### config.mk
export PLATFORM = sky130hd
export DESIGN_NAME = mem_access_unit
export DESIGN_NICKNAME = d
export VERILOG_FILES = /design/src/rtl/mem_access_unit.sv
export SDC_FILE = /design/constraint.sdc
export NUM_CORES = 1
export LEC_CHECK = 0
export ABC_AREA = 1
export CORE_UTILIZATION = 46
export DETAILED_ROUTE_END_ITERATION = 10
export PLACE_DENSITY = 0.87
export SETUP_SLACK_MARGIN = 0.4
export SLEW_MARGIN = 20
export SYNTH_ARGS = -nofsm -noshare
export SYNTH_HDL_FRONTEND = slang
export SYNTH_SLANG_ARGS = --single-unit
export TNS_END_PERCENT = 1
### constraint.sdc
create_clock -name CLK -period 1.88 [get_ports CLK]
set_input_delay 0.564 -clock CLK [delete_from_list [all_inputs] [get_ports CLK]]
set_output_delay 0.564 -clock CLK [all_outputs]
set_load 0.03 [all_outputs]
### src/rtl/mem_access_unit.sv
// Load/store initiator for the 64-bit word-addressed data RAM (RMW for sub-word stores).
// Optional MEM_MISALIGN_TRAP_EN: reject misaligned accesses instead of aligning them down.
module mem_access_unit #(
   parameter int WORD_ADDR_WIDTH = 10
) (
   input  logic                       CLK,
   input  logic                       RESET_N,
   input  logic                       REQ_VALID,
   output logic                       REQ_READY,
   input  logic                       REQ_WRITE,
   input  logic [2:0]                 REQ_FUNCT3,
   input  logic [WORD_ADDR_WIDTH+2:0] REQ_ADDRESS,
   input  logic [63:0]                REQ_WDATA,
   output logic                       RESP_VALID,
   input  logic                       RESP_READY,
   output logic [63:0]                RESP_RDATA,
   output logic                       RESP_ERR,
   output logic [WORD_ADDR_WIDTH-1:0] MEM_ADDRESS,
   output logic [63:0]                MEM_DATA_OUT,
   output logic                       MEM_WRITE_ENABLE,
   input  logic [63:0]                MEM_DATA_IN
);

   localparam int AW = WORD_ADDR_WIDTH + 3;

   typedef enum logic [1:0] {
      S_IDLE,
      S_READ,
      S_WRITE,
      S_RESP
   } state_t;

   state_t                     state_q, state_d;
   logic [WORD_ADDR_WIDTH-1:0] addr_q, addr_d;
   logic [2:0]                 off_q, off_d;
   logic [2:0]                 f3_q, f3_d;
   logic                       wr_q, wr_d;
   logic [63:0]                wdata_q, wdata_d;
   logic [63:0]                rbuf_q, rbuf_d;
   logic [63:0]                rdata_q, rdata_d;
   logic                       err_q, err_d;

   logic [2:0] req_lo_mask;
   logic [2:0] req_off;
   logic [2:0] req_off_al;
   logic       req_illegal;
   logic       req_reject;

   always_comb begin
      req_lo_mask = 3'b000;
      unique case (REQ_FUNCT3[1:0])
         2'd0: req_lo_mask = 3'b000;
         2'd1: req_lo_mask = 3'b001;
         2'd2: req_lo_mask = 3'b011;
         2'd3: req_lo_mask = 3'b111;
      endcase
   end

   assign req_off     = REQ_ADDRESS[2:0];
   assign req_off_al  = req_off & ~req_lo_mask;
   assign req_illegal = REQ_WRITE ? REQ_FUNCT3[2]
                                  : (REQ_FUNCT3 == 3'b111);

`ifdef MEM_MISALIGN_TRAP_EN
   logic req_misal;
   assign req_misal  = |(req_off & req_lo_mask);
   assign req_reject = req_illegal | req_misal;
`else
   assign req_reject = req_illegal;
`endif

   // Load path: shift the addressed bytes down, then extend by size.
   logic [63:0] rd_shift;
   logic [63:0] load_ext;

   assign rd_shift = MEM_DATA_IN >> {off_q, 3'b000};

   always_comb begin
      load_ext = '0;
      unique case (f3_q[1:0])
         2'd0: load_ext = f3_q[2] ? {56'b0, rd_shift[7:0]}
                                  : {{56{rd_shift[7]}}, rd_shift[7:0]};
         2'd1: load_ext = f3_q[2] ? {48'b0, rd_shift[15:0]}
                                  : {{48{rd_shift[15]}}, rd_shift[15:0]};
         2'd2: load_ext = f3_q[2] ? {32'b0, rd_shift[31:0]}
                                  : {{32{rd_shift[31]}}, rd_shift[31:0]};
         2'd3: load_ext = rd_shift;
      endcase
   end

   // Store path: splice the right-aligned store data into the read buffer.
   logic [7:0]  byte_mask;
   logic [63:0] wd_shift;
   logic [63:0] merged;

   always_comb begin
      byte_mask = 8'h00;
      unique case (f3_q[1:0])
         2'd0: byte_mask = 8'h01;
         2'd1: byte_mask = 8'h03;
         2'd2: byte_mask = 8'h0F;
         2'd3: byte_mask = 8'hFF;
      endcase
      byte_mask = byte_mask << off_q;
      wd_shift  = wdata_q << {off_q, 3'b000};
      merged    = '0;
      for (int i = 0; i < 8; i++) begin
         merged[i*8 +: 8] = byte_mask[i] ? wd_shift[i*8 +: 8]
                                         : rbuf_q[i*8 +: 8];
      end
   end

   always_comb begin
      state_d = state_q;
      addr_d  = addr_q;
      off_d   = off_q;
      f3_d    = f3_q;
      wr_d    = wr_q;
      wdata_d = wdata_q;
      rbuf_d  = rbuf_q;
      rdata_d = rdata_q;
      err_d   = err_q;
      unique case (state_q)
         S_IDLE: begin
            if (REQ_VALID) begin
               addr_d  = REQ_ADDRESS[AW-1:3];
               off_d   = req_off_al;
               f3_d    = REQ_FUNCT3;
               wr_d    = REQ_WRITE;
               wdata_d = REQ_WDATA;
               rdata_d = '0;
               err_d   = 1'b0;
               if (req_reject) begin
                  err_d   = 1'b1;
                  state_d = S_RESP;
               end else if (REQ_WRITE && REQ_FUNCT3[1:0] == 2'd3) begin
                  state_d = S_WRITE;
               end else begin
                  state_d = S_READ;
               end
            end
         end
         S_READ: begin
            rbuf_d = MEM_DATA_IN;
            if (wr_q) begin
               state_d = S_WRITE;
            end else begin
               rdata_d = load_ext;
               state_d = S_RESP;
            end
         end
         S_WRITE: begin
            state_d = S_RESP;
         end
         S_RESP: begin
            if (RESP_READY) state_d = S_IDLE;
         end
      endcase
   end

   always_ff @(posedge CLK or negedge RESET_N) begin
      if (!RESET_N) begin
         state_q <= S_IDLE;
         addr_q  <= '0;
         off_q   <= '0;
         f3_q    <= '0;
         wr_q    <= 1'b0;
         wdata_q <= '0;
         rbuf_q  <= '0;
         rdata_q <= '0;
         err_q   <= 1'b0;
      end else begin
         state_q <= state_d;
         addr_q  <= addr_d;
         off_q   <= off_d;
         f3_q    <= f3_d;
         wr_q    <= wr_d;
         wdata_q <= wdata_d;
         rbuf_q  <= rbuf_d;
         rdata_q <= rdata_d;
         err_q   <= err_d;
      end
   end

   // Strobe is decoded from the state flop so reset drops it at once.
   assign REQ_READY        = (state_q == S_IDLE);
   assign RESP_VALID       = (state_q == S_RESP);
   assign MEM_WRITE_ENABLE = (state_q == S_WRITE);
   assign MEM_ADDRESS      = addr_q;
   assign MEM_DATA_OUT     = MEM_WRITE_ENABLE ? merged : '0;
   assign RESP_RDATA       = rdata_q;
   assign RESP_ERR         = err_q;

endmodule

# Word-level counts from Yosys, hierarchy flattened
# Index checks and enable logic that the tools add are counted.
dict set report word_totals {
  register_bits 212
  input_bits 149
}
dict set report op_classes {
  eq_ne 13
  n_shift 3
  mux 26
  n_bitwise 2
  reduce_logical 8
}
# operator count
set op_table {}
lappend op_table {{two-way mux 64 bit} 6}
lappend op_table {{case mux 64 bit (4 select lines)} 1}
lappend op_table {{case mux 64 bit (2 select lines)} 1}
lappend op_table {{two-way mux 8 bit} 8}
lappend op_table {{left shift 64 x 6 -> 64 bit} 1}
lappend op_table {{>> shifter 64 x 6 -> 64 bit} 1}
lappend op_table {{case mux 8 bit (4 select lines)} 1}
lappend op_table {{== test 2 bit (second input constant)} 6}
lappend op_table {{case mux 3 bit (4 select lines)} 1}
lappend op_table {{two-way mux 2 bit} 4}
lappend op_table {{case mux 2 bit (4 select lines)} 1}
lappend op_table {{left shift 8 x 3 -> 8 bit} 1}
lappend op_table {{== test 2 x 1 -> 1 bit (second input constant)} 3}
lappend op_table {{zero test 2 bit} 3}
lappend op_table {{!= test 2 bit (second input constant)} 2}
lappend op_table {{AND reduction 2 bit} 2}
lappend op_table {{AND 3 bit} 1}
lappend op_table {{== test 3 bit (second input constant)} 1}
lappend op_table {{two-way mux 1 bit} 3}
lappend op_table {{inverter 3 bit} 1}
lappend op_table {{AND reduction 3 bit} 1}
lappend op_table {{!= test 2 x 1 -> 1 bit (second input constant)} 1}
lappend op_table {{nonzero test 2 bit} 1}
lappend op_table {{logical AND 1 bit} 1}

# Logic depth before layout (Yosys ltp)
dict set report depth {
  word_depth 6
  mapped_depth 13
  ltp_nobuf 10
}

# Least setup slack after synthesis
# OpenSTA, ideal clock, no wires.
dict set report synth_timing {
  kind {reg2out}
  startpoint {register state_q[0]}
  endpoint {output MEM_DATA_OUT[28]}
  t_arrival_ns 2.052
  required_time_ns 1.316
  slack_ns -0.736
  path_stages_with_launch 6
  cell_sequence {dfrtp_1 inv_1 ha_1 buf_1 inv_1 a211oi_1}
}
dict set report synth_between {
  elab_chain_cells 2
}
# element line
set synth_lines {}
lappend synth_lines {{start: declaration} 33} ;# state_t state_q, state_d;
lappend synth_lines {{start signal: assignment} 173} ;# state_q <= state_d;
lappend synth_lines {{== test 2 bit} 188} ;# assign MEM_WRITE_ENABLE = (state_q == S_WRITE);
lappend synth_lines {{named net MEM_WRITE_ENABLE} 20} ;# output logic MEM_WRITE_ENABLE,
lappend synth_lines {{two-way mux 64 bit} 190} ;# assign MEM_DATA_OUT = MEM_WRITE_ENABLE ? merged : '0;
lappend synth_lines {{end: declaration} 19} ;# output logic [63:0] MEM_DATA_OUT,
# The timed path passes the listed nets, and every way through them passes these cells.

# Worst setup path in the final report
dict set report layout_timing {
  startpoint {register off_q[0]}
  endpoint {output MEM_DATA_OUT[59]}
}
dict set report layout_between {
  elab_chain_cells 3
}
# element line
set layout_lines {}
lappend layout_lines {{start: declaration} 35} ;# logic [2:0] off_q, off_d;
lappend layout_lines {{start signal: assignment} 165} ;# off_q <= '0;
lappend layout_lines {{start signal: assignment} 175} ;# off_q <= off_d;
lappend layout_lines {{left shift 64 x 6 -> 64 bit / left shift 8 x 3 -> 8 bit (equally long branches)} {105, 104}}
lappend layout_lines {{two-way mux 8 bit (*)} 108} ;# merged[i*8 +: 8] = byte_mask[i] ? wd_shift[i*8 +: 8]
lappend layout_lines {{two-way mux 64 bit (*)} 190}
# Mark *: on every way between the ends. The rest lies on a longest branch, timed or not.

==> run summary <==
Mapped Cells = 1919
TritonCTS clock tree = built
Leak = 10.4 nW
Mean Syn Cell Area = 6.65 µm²
Cell Pwr Density = 2210 nW/µm²
Critical Path AT = 2400 ps
Kind of critical path = reg2out
Final critical-path share of the clock period = 158%
Relative slew slack = 57.6%
Worst r2r src = off_q[0]$_DFFE_PN0P_
Critical Path End = MEM_DATA_OUT[59]
Final instance area = 21000 µm²
Top Usage Layer GRT = met2
Slowest stage delay, CP = 460 ps
Total grt overflow = 0
RSZ-0062 raised after global routing = yes
Max Freq = 337 MHz
Post-synth ARST share = 100%
First-pass GRT wire length = 88000 µm
Clk_lat worst skew = 550 ps
DRT Pass-1 Iters = 6
Leading area contributor after synthesis = dfrtp_1
I/O Buffers = 290
Final hold vios = 0
Final Wtd Congestion = 1.01
Synth area leaders = dfrtp_1 (42%), nand2_1 (24%), o21ai_0 (8.5%)
Final nets = 2536
Die area = 28400 µm²
Met2 Track Usage GR = 63.9%
Netlist cell types = 32
Area after DPL = 18700 µm²
CTS root buf = clkbuf_16
Share of post-route cells with drive strength above 1 = 31.4%
CTS sink cnt = 212
Drt total wl = 60000 µm
Worst setup SP type = flop
Post-synthesis sequential area ratio = 41.6%
Failing checks = setup timing
H-tree levels = 1
WL/cell = 21.6 µm
Commonest non-fill, non-tap cell in the layout = nand2_1
Min setup slack post-route = -1090 ps
Seq cells post-synth = 212
Total CTS buffers = 24
Fin. max-slew vios = 0
Largest fanout on the critical path = 33
Endpoints failing setup = 124
DRC viols = 0
Initial antenna violation count = 1
Synth warnings = 0
Cell Area, Synth = 12800 µm²
Routing usage on met1 = 53.3%
R2R setup slack = -200 ps
Area Growth Syn to Fin = 64.4%
Clk pin slew, worst setup/hold paths = 70 ps
Critical-path cell list = buf_12 -> buf_4 -> nand2_1 -> o21ai_1 -> buf_4 -> o211ai_1 -> a31oi_4 -> buf_12
Critical path's slowest cell = dfrtp_2
Post-synth EDFFs = 0
Crit. End Element = output port
Hold Crit Class = in2async
Die W = 169 µm
Final min period = 2970 ps
Crit Reg-Reg Endpoint = RESP_RDATA[29]$_DFFE_PN0P_
M3 GR Usage = 9.12%
Most used DFF post-synth = dfrtp_1
Iteration-0 DRC Markers = 2005
Gr usage total = 40.7%
Final ANT Viol Nets = 0
Critical path data required time = 1320 ps
CTS max path bufs = 3
Final Util = 77.4%
Final Skew = 8.84 ps
Max Cap Viol = 0
Starting Density = 47.1%
FP Rows = 60
FILL cells = 1885
Pin count of the biggest net entering global routing = 88
Least-Margin Pin Slew = 636 ps
Reg2reg path depth = 12
Status = complete, but fails checks
Die height = 169 µm
Vias in the first global route = 15.6k
I/O pin count = 291
Peak VDD IR = 1550 µV
Via Count = 16.0k
CP Launch Point = off_q[0]$_DFFE_PN0P_
Drt via density = 5.77
Most frequent cells in the layout = nand2_1 (739), buf_4 (239), dfrtp_1 (208), nand3_1 (160), clkdlybuf4s50_1 (147)
Number of diodes = 0
Syn Nets = 2072
DP Wirelength = 43400 µm
Core Region = 27100 µm²
Synth top area share = 41.6%
[cell usage after synthesis, types with 2 or more instances]
cell type / n
a22o_1: 2
inv_2: 8
inv_1: 109
a211oi_1: 4
nor2_1: 74
nor3_1: 2
or2_1: 2
a31oi_1: 4
o21ai_1: 26
dfrtp_1: 212
buf_6: 8
o31ai_1: 8
clkbuf_1: 53
nand3_1: 167
o21ai_0: 216
buf_2: 48
ha_1: 4
o21ai_2: 2
nor2_2: 4
a21oi_1: 81
o211ai_1: 20
buf_4: 16
nand2_1: 831
buf_1: 9
nand2_2: 2
[repair_timing]
action,4_1_cts,5_1_grt
hold buffers,1,0
buffers inserted,7,1
endpoints found under the hold margin,21,0
resized for setup,89,786
cloned,1,0
endpoints found under the setup margin,354,354
pin swaps,20,68
[cell type report]
class / count / area, µm² / area share [%]
repair buffers: 572 / 6120 / 29.2
well taps: 372 / 465 / 2.22
clock buffers: 31 / 677 / 3.23
flip-flops and latches: 212 / 5310 / 25.3
multi-input cells: 1455 / 7760 / 37.0
inverters: 118 / 484 / 2.31
clock inverters: 13 / 139 / 0.662
[report_power, final]
| group | internal, mW | switching [mW] | total [mW] |
|---|---|---|---|
| sequential | 6.69 | 1.60 | 8.29 |
| combinational | 13.4 | 19.6 | 33.1 |
| clock | 2.83 | 2.12 | 4.95 |
[per-layer routing]
metal	vias up	share of wire, %
met5	-	0.015
met4	2	5.7
met3	229	10
met1	7653	39
met2	1019	46
li1	7102	-
[sequential cells by signal (all words and copies together) (netlist names), 2 cells and up]
signal / flops
rbuf_q: 64
RESP_RDATA: 64
MEM_ADDRESS: 10
wdata_q: 64
f3_q: 3
state_q: 2
off_q: 3
[critical path: cells and delay by family, from the launching register on]
kind | cells | cell delay [ps]
AOI/OAI and AO/OA | 3 | 620
buffers and inverters | 4 | 660
DFF | 1 | 460
and+or+nand+nor | 1 | 120
[worst min path at each step]
| stage | from | to | slack [ps] | depth (start not counted) |
|---|---|---|---|---|
| finish | RESET_N | RESP_RDATA[52]$_DFFE_PN0P_ | 470 | 2 |
| detailed placement | rbuf_q[32]$_DFFE_PN0P_ | rbuf_q[32]$_DFFE_PN0P_ | 460 | 2 |
| global route | RESET_N | RESP_RDATA[52]$_DFFE_PN0P_ | 480 | 2 |
| CTS | RESET_N | RESP_RDATA[36]$_DFFE_PN0P_ | 470 | 2 |
| floorplan | RESET_N | MEM_ADDRESS[0]$_DFFE_PN0P_ | 270 | 0 |
| global placement | rbuf_q[5]$_DFFE_PN0P_ | rbuf_q[5]$_DFFE_PN0P_ | 450 | 2 |
[cells by family after synthesis]
| kind of cell | count (synthesis) | share of synthesized area, % |
|---|---|---|
| buffers and inverters | 252 | 8.83 |
| adders and majority gates | 4 | 0.392 |
| AOI/OAI and AO/OA | 367 | 15.4 |
| DFF | 212 | 41.6 |
| and+or+nand+nor | 1084 | 33.8 |
[stage by stage]
step	setup WS, ps	TNS, ps	total power [mW]	hold slack [ps]	instances
final	-1090	-67340	46.3	471	2773
after detailed placement	-657	-57860	36.7	456	2719
after global placement	-649	-53120	36.1	449	2719
after CTS	-1010	-98360	42.9	466	2772
after global routing	-1130	-76220	48.5	483	2773
after floorplan	-254	-25120	23.4	268	1919
Power figures use the tool's default switching activity.
